`src/rtl/genesis_pad_pkg.sv`:
```
// ============================================================================
//  Module      : genesis_pad_pkg
//  Description : Shared constants for the Genesis/Mega Drive pad reader:
//                SELECT phase encoding, pin and button bit indices.
//  Revision    : 1.0  initial release
// ============================================================================
`default_nettype none

package genesis_pad_pkg;

    localparam int NUM_PHASES = 8;
    localparam int BTN_W      = 12;
    localparam int PIN_W      = 6;

    typedef enum logic [2:0] {
        PH_0 = 3'd0,
        PH_1 = 3'd1,
        PH_2 = 3'd2,
        PH_3 = 3'd3,
        PH_4 = 3'd4,
        PH_5 = 3'd5,
        PH_6 = 3'd6,
        PH_7 = 3'd7
    } phase_e;

    // Bit positions inside the synchronised pin vector
    localparam int PIDX_UP_Z       = 0;
    localparam int PIDX_DOWN_Y     = 1;
    localparam int PIDX_LEFT_X     = 2;
    localparam int PIDX_RIGHT_MODE = 3;
    localparam int PIDX_A_B        = 4;
    localparam int PIDX_START_C    = 5;

    localparam int BTN_UP    = 0;
    localparam int BTN_DOWN  = 1;
    localparam int BTN_LEFT  = 2;
    localparam int BTN_RIGHT = 3;
    localparam int BTN_A     = 4;
    localparam int BTN_B     = 5;
    localparam int BTN_C     = 6;
    localparam int BTN_START = 7;
    localparam int BTN_X     = 8;
    localparam int BTN_Y     = 9;
    localparam int BTN_Z     = 10;
    localparam int BTN_MODE  = 11;

    function automatic phase_e next_phase(input phase_e p);
        return phase_e'(p + 3'd1);
    endfunction

endpackage : genesis_pad_pkg

`default_nettype wire

```
`src/rtl/genesis_pad_reader_pad_pin_sync.sv`:
```
// ============================================================================
//  Module      : pad_pin_sync
//  Description : Two-flop synchroniser for the six asynchronous pad pins.
//                Resets to all-ones so an idle/absent pad reads as released.
//  Revision    : 1.0  initial release
// ============================================================================
`default_nettype none

module pad_pin_sync
    import genesis_pad_pkg::*;
(
    input  logic             clk,
    input  logic             reset,
    input  logic [PIN_W-1:0] pins_async,
    output logic [PIN_W-1:0] pins_sync
);

    logic [PIN_W-1:0] meta_d;
    logic [PIN_W-1:0] meta_q;
    logic [PIN_W-1:0] sync_d;
    logic [PIN_W-1:0] sync_q;

    always_comb begin
        meta_d = pins_async;
        sync_d = meta_q;
    end

    always_ff @(posedge clk) begin
        if (reset) begin
            meta_q <= '1;
            sync_q <= '1;
        end else begin
            meta_q <= meta_d;
            sync_q <= sync_d;
        end
    end

    assign pins_sync = sync_q;

endmodule : pad_pin_sync

`default_nettype wire

```
`src/rtl/genesis_pad_reader.sv`:
```
// ============================================================================
//  Module      : genesis_pad_reader
//  Description : Scans a 3/6-button Genesis pad over an 8-phase SELECT frame
//                and publishes a 12-bit active-high button vector per frame.
//                Optional macro GENESIS_PAD_DEBOUNCE_EN: commit only when two
//                consecutive frames agree.
//  Revision    : 1.0  initial release
// ============================================================================
`default_nettype none

module genesis_pad_reader
    import genesis_pad_pkg::*;
#(
    parameter int PHASE_TICKS = 1000
) (
    input  logic             clk,
    input  logic             reset,
    input  logic             PIN_UP_Z,
    input  logic             PIN_DOWN_Y,
    input  logic             PIN_LEFT_X,
    input  logic             PIN_RIGHT_MODE,
    input  logic             PIN_A_B,
    input  logic             PIN_START_C,
    input  logic             block,
    output logic             select,
    output logic [BTN_W-1:0] LEDR
);

    localparam int                TICK_W    = (PHASE_TICKS > 1) ? $clog2(PHASE_TICKS) : 1;
    localparam logic [TICK_W-1:0] TICK_LAST = TICK_W'(PHASE_TICKS - 1);
    localparam logic [TICK_W-1:0] TICK_ONE  = TICK_W'(1);

    logic [PIN_W-1:0]  pins_async;
    logic [PIN_W-1:0]  pins_sync;
    logic [PIN_W-1:0]  pin_pressed;

    logic [TICK_W-1:0] tick_d;
    logic [TICK_W-1:0] tick_q;
    phase_e            phase_d;
    phase_e            phase_q;
    logic [2:0]        phase_bits_d;
    logic              select_d;
    logic              select_q;
    logic [BTN_W-1:0]  shadow_d;
    logic [BTN_W-1:0]  shadow_q;
    logic              six_btn_d;
    logic              six_btn_q;
    logic [BTN_W-1:0]  ledr_d;
    logic [BTN_W-1:0]  ledr_q;
    logic [BTN_W-1:0]  frame_vec;
    logic              last_tick;
    logic              commit_ok;
`ifdef GENESIS_PAD_DEBOUNCE_EN
    logic [BTN_W-1:0]  prev_d;
    logic [BTN_W-1:0]  prev_q;
`endif

    assign pins_async = {PIN_START_C, PIN_A_B, PIN_RIGHT_MODE, PIN_LEFT_X, PIN_DOWN_Y, PIN_UP_Z};

    pad_pin_sync u_pin_sync (
        .clk        (clk),
        .reset      (reset),
        .pins_async (pins_async),
        .pins_sync  (pins_sync)
    );

    assign pin_pressed = ~pins_sync;
    assign last_tick   = (tick_q == TICK_LAST);

    // A 3-button pad never reports X/Y/Z/MODE, so those bits are masked
    assign frame_vec = {(six_btn_q ? shadow_q[BTN_MODE:BTN_X] : 4'b0000), shadow_q[BTN_START:BTN_UP]};

`ifdef GENESIS_PAD_DEBOUNCE_EN
    assign commit_ok = !block && (frame_vec == prev_q);
`else
    assign commit_ok = !block;
`endif

    always_comb begin
        tick_d    = tick_q + TICK_ONE;
        phase_d   = phase_q;
        shadow_d  = shadow_q;
        six_btn_d = six_btn_q;
        ledr_d    = ledr_q;
`ifdef GENESIS_PAD_DEBOUNCE_EN
        prev_d    = prev_q;
`endif

        if (last_tick) begin
            tick_d  = '0;
            phase_d = next_phase(phase_q);

            // Sample at the end of each phase so the pad has had a full phase to settle
            case (phase_q)
                PH_1: begin
                    shadow_d[BTN_UP]    = pin_pressed[PIDX_UP_Z];
                    shadow_d[BTN_DOWN]  = pin_pressed[PIDX_DOWN_Y];
                    shadow_d[BTN_LEFT]  = pin_pressed[PIDX_LEFT_X];
                    shadow_d[BTN_RIGHT] = pin_pressed[PIDX_RIGHT_MODE];
                    shadow_d[BTN_B]     = pin_pressed[PIDX_A_B];
                    shadow_d[BTN_C]     = pin_pressed[PIDX_START_C];
                end
                PH_2: begin
                    shadow_d[BTN_A]     = pin_pressed[PIDX_A_B];
                    shadow_d[BTN_START] = pin_pressed[PIDX_START_C];
                end
                PH_4: begin
                    six_btn_d = pin_pressed[PIDX_UP_Z] & pin_pressed[PIDX_DOWN_Y];
                end
                PH_5: begin
                    shadow_d[BTN_Z]    = pin_pressed[PIDX_UP_Z];
                    shadow_d[BTN_Y]    = pin_pressed[PIDX_DOWN_Y];
                    shadow_d[BTN_X]    = pin_pressed[PIDX_LEFT_X];
                    shadow_d[BTN_MODE] = pin_pressed[PIDX_RIGHT_MODE];
                end
                PH_7: begin
                    if (commit_ok) begin
                        ledr_d = frame_vec;
                    end
`ifdef GENESIS_PAD_DEBOUNCE_EN
                    prev_d = frame_vec;
`endif
                end
                default: begin
                end
            endcase
        end

        phase_bits_d = phase_d;
        select_d     = phase_bits_d[0];
    end

    always_ff @(posedge clk) begin
        if (reset) begin
            tick_q    <= '0;
            phase_q   <= PH_0;
            select_q  <= 1'b0;
            shadow_q  <= '0;
            six_btn_q <= 1'b0;
            ledr_q    <= '0;
`ifdef GENESIS_PAD_DEBOUNCE_EN
            prev_q    <= '0;
`endif
        end else begin
            tick_q    <= tick_d;
            phase_q   <= phase_d;
            select_q  <= select_d;
            shadow_q  <= shadow_d;
            six_btn_q <= six_btn_d;
            ledr_q    <= ledr_d;
`ifdef GENESIS_PAD_DEBOUNCE_EN
            prev_q    <= prev_d;
`endif
        end
    end

    assign select = select_q;
    assign LEDR   = ledr_q;

endmodule : genesis_pad_reader

`default_nettype wire

```
`config.mk`:
```
export PLATFORM = sky130hd
export DESIGN_NAME = genesis_pad_reader
export DESIGN_NICKNAME = d
export VERILOG_FILES = /design/src/rtl/genesis_pad_pkg.sv /design/src/rtl/genesis_pad_reader_pad_pin_sync.sv /design/src/rtl/genesis_pad_reader.sv
export SDC_FILE = /design/constraint.sdc
export NUM_CORES = 1
export LEC_CHECK = 0
export ABC_CLOCK_PERIOD_IN_PS = 4200
export CAP_MARGIN = 10
export CORE_ASPECT_RATIO = 0.75
export CORE_UTILIZATION = 59
export DETAILED_ROUTE_END_ITERATION = 8
export PLACE_DENSITY = 0.9
export SYNTH_ARGS = -nofsm -noshare
export SYNTH_HDL_FRONTEND = slang
export SYNTH_SLANG_ARGS = --single-unit
```
`constraint.sdc`:
```
create_clock -name clk -period 4.2 [get_ports clk]
set_input_delay 0.84 -clock clk [delete_from_list [all_inputs] [get_ports clk]]
set_output_delay 0.84 -clock clk [all_outputs]
set_load 0.02 [all_outputs]
```
# == After elaboration in Yosys (flattened, before gate mapping) ==
# Cells that the tools add are included.
# totals
regBits,50
latch_bits,0
ramBits,0
rom_bits,0
inputBits,9
output_inout_bits,13
mem_count,0
# classes
n_addsub,2
n_mul,0
n_div,0
n_lt_le_gt_ge,0
eq_ne,6
shifts,0
mux,1
n_bitwise,3
n_reduce_logical,6
# ops
cell,count
$add A10 B1 Y10 const B,1
$eq A10 B10 Y1 const B,1
$eq A3 B3 Y1 const B,3
$reduce_and A2 Y1,4
$not A6 Y6,1
$mux W4,1
$add A3 B1 Y3 const B,1
$eq A3 B1 Y1 const B,1
$eq A3 B2 Y1 const B,1
$reduce_and A3 Y1,1
$reduce_or A2 Y1,1
$and A1 B1 Y1,1
$not A1 Y1,1

# == Longest topological paths before layout ==
# depth
depth_word,2
depth_mapped,6

# == Cells and area by module ==
# A second synthesis with hierarchy kept.
# hier_totals
cells_unflattened,196
area_unflattened_um2,1953.1
# by_module_without_submodules
mod,instances,cells_each,area_each_um2,seq_area_each_um2
genesis_pad_reader,1,171,1632.8,760.7
pad_pin_sync,1,25,320.3,240.2

# == Worst setup path before layout ==
# Ideal clock, no wire load.
# synth_timing
kind,input to register
start,input port block
end,"register ledr_q[0], in the netlist LEDR[0]"
setup_ps,72
arrival_time_ps,1629
slack_ps,2500
cell_stages,4
path_buffers,1
cell_sequence,nand2b_1 nor4_2 buf_4 mux2i_1
# synth_between
elab_chain_len,2
# synth_lines
item,line,text
from (decl),genesis_pad_reader.sv:24,"input logic block,"
$not A1 Y1 (no source line),--,
$reduce_and A3 Y1 (no source line),--,
to (signal assigned),genesis_pad_reader.sv:150,ledr_q <= ledr_d;
to (decl),genesis_pad_reader.sv:49,logic [BTN_W-1:0] ledr_q;
# No other way between the ends.
# A chain may end at the register's enable or synchronous reset.

==> results.sh <==
export IMPL_status="finished with violations"
export IMPL_violations="DRC"
export IMPL_maxSlewViolCount=0
export IMPL_synth_seq_cells=50
export IMPL_worst_ir_drop_vdd_mv=0.246
export IMPL_clk_pin_slew_ns=0.09
export IMPL_area_growth_pct=15.5
export IMPL_yosysSeqAreaShare=0.482
export IMPL_grt_max_degree=60
export IMPL_detail_route_wl_per_cell_um=13.6
export IMPL_cts_sinks=50
export IMPL_via_per_inst=5.57
export IMPL_hpwlAfterDp_um=2510
export IMPL_critPathArrivalTime_ns=1.36
export IMPL_vias=1454
export IMPL_htreeDepth=2
export IMPL_yosysWarningCount=0
export IMPL_synthCells=200
export IMPL_drt_iter0_drc=75
export IMPL_tns_ns=0
export IMPL_worst_pin_slew_ns=0.446
export IMPL_multiInputGateArea_mm2=0.00102
export IMPL_dieArea_mm2=0.00376
export IMPL_postCtsSetupBuffers=0
export IMPL_clockBufferDepth=2
export IMPL_hp_class="reg -> reg"
export IMPL_synth_edf_count=0
export IMPL_max_stage_delay_ns=0.64
export IMPL_cp_num_buf_inv=1
export IMPL_nets=235
export IMPL_finalPower_mw=0.802
export IMPL_fillers=240
export IMPL_die_h_um=53.4
export IMPL_slew_headroom=0.702
export IMPL_critical_path_depth=1
export IMPL_track_usage=0.205
export IMPL_fin_cells=261
export IMPL_route_detailed_drc=2
export IMPL_hold_depth=1
export IMPL_fin_skew_ns=0.00863
export IMPL_reg2reg_slack_ns=2.32
export IMPL_start_util=0.623
export IMPL_root_buffer="clkbuf_8"
export IMPL_cts_hold_buf=0
export IMPL_leakage_nw=0.910
export IMPL_min_from="u_pin_sync.meta_q[5]$_SDFF_PP1_"
export IMPL_cts_tree="built"
export IMPL_crit_family="buffers and inverters"
export IMPL_async_flop_share=0
export IMPL_rows=18
export IMPL_first_pass_iters=6
export IMPL_r2r_start="tick_q[0]$_SDFF_PP0_"
export IMPL_min_period_ns=2.20
export IMPL_reg2reg_depth=5
export IMPL_critPathKind="reg -> out"
export IMPL_core_mm2=0.00333
export IMPL_maxCapViolations=0
export IMPL_setup_viol=0
export IMPL_layout_worst_path_cycle_share=0.524
export IMPL_grt_pass1_wl_um=5780
export IMPL_ctsResizeCount=0
export IMPL_numCtsBuffers=5
export IMPL_slowest_stage="clkdlybuf4s50_1"
export IMPL_dpl_cell_count=253
export IMPL_synth_flop_cell="dfxtp_1"
export IMPL_hold_viol=0
export IMPL_crit_required_ns=3.36
export IMPL_fp_dieW_um=70.5
export IMPL_place_gp_congestion=0.783
export IMPL_rsz0062_at_grt="no"
export IMPL_ios=22
export IMPL_totalWireLength_um=3560
export IMPL_synthDistinctLibCells=36
export IMPL_gr_total_overflow=0
export IMPL_layout_commonest_cell="dfxtp_1"
export IMPL_drtAntennaViolNets=0
export IMPL_p_per_area_mw_per_mm2=334
export IMPL_path_max_fanout=5
export IMPL_grt_pass1_vias=1343
export IMPL_startpoint_type="flop"
export IMPL_crit_chain="clkdlybuf4s50_1"
export IMPL_regArea_mm2=0.00100
export IMPL_final_cell_mix="dfxtp_1, nand2b_1, clkdlybuf4s50_1"
export IMPL_startpoint="phase_q[0]$_SDFFE_PP0P_"
export IMPL_synthesis_area_mm2=0.00208
export IMPL_avgSynthCellArea_um2=10.4
export IMPL_insertedDiodeCount=0
export IMPL_port_buffers=21
export IMPL_fmax_mhz=454
export IMPL_synth_nets=215
export IMPL_antenna_found_initial=0
export IMPL_clk_insertion_delay_late_ns=0.30
export IMPL_finalCoreUtilization=0.720
export IMPL_worst_setup_path_end_kind="primary output"
export IMPL_drive_gt1_frac=0.167
cells in the mapped netlist (all sizes together), types with 3 or more instances:
library cell  instances  share of area
a21oi                 4         0.0096
buf                   4          0.011
clkbuf                6          0.011
dfxtp                50           0.48
ha                    6          0.036
inv                   3         0.0054
mux2                  6          0.033
mux2i                20          0.096
nand2                 6          0.011
nand2b               25          0.075
nand3                 4         0.0096
nand3b                4          0.014
nand4                 3          0.012
nor2                  9          0.016
nor2b                 7          0.021
o21ai                 3         0.0072
or2                  16          0.048
or3                   4          0.012
where the power goes:
group | leakage [nW] | switching, mW | internal [mW]
clock network | 0.0482 | 0.149 | 0.133
registers | 0.406 | 0.00588 | 0.482
logic | 0.455 | 0.0133 | 0.0188
metal layers:
layer  part of all wire  GRT usage  vias to the layer above
li1                   -          -                      724
met1               0.48      0.250                      662
met2               0.45      0.332                       55
met3              0.049     0.0552                       13
met4              0.025      0.116                        0
met5                  0          0                        -
registers in the layout (all words and copies together) (netlist names):
signal,count
LEDR,12
shadow_q,12
tick_q,10
u_pin_sync.meta_q,6
u_pin_sync.pins_sync,6
phase_q,3
six_btn_q,1
path summary, 6_finish.rpt:
| check | to |
|---|---|
| setup / recovery | select |
| hold reg to reg | u_pin_sync.pins_sync[5]$_SDFF_PP1_ |
| hold / removal | u_pin_sync.pins_sync[5]$_SDFF_PP1_ |
| setup reg to reg | LEDR[5]$_SDFFE_PP0P_ |
layout make-up:
cell class / instances / area share
Multi-Input combinational cell: 137 / 0.425
Sequential cell: 50 / 0.417
Timing Repair Buffer: 23 / 0.0939
Clock buffer: 7 / 0.0360
Tap cell: 40 / 0.0209
Inverter: 3 / 0.00469
Clock inverter: 1 / 0.00209
cell families after synthesis:
| group | count (synthesis) | synth area share |
|---|---|---|
| adders and majority gates | 6 | 0.0361 |
| xor gates and xnor gates | 3 | 0.0127 |
| and+or+nand+nor | 87 | 0.265 |
| buffers and inverters | 13 | 0.0271 |
| muxes | 26 | 0.129 |
| AOI/OAI and AO/OA | 15 | 0.0482 |
| DFF | 50 | 0.482 |
through the flow:
stage               instance area (µm²)  setup slack [ns]  hold WS [ns]
finish                             2400              2.00         0.410
global route                       2400              1.96         0.428
CTS                                2400              2.00         0.413
detailed placement                 2310              1.92         0.395
global placement                   2310              1.95         0.392
floorplan                          2080              2.50         0.389
Note: power is estimated with default switching activity, not from simulation.
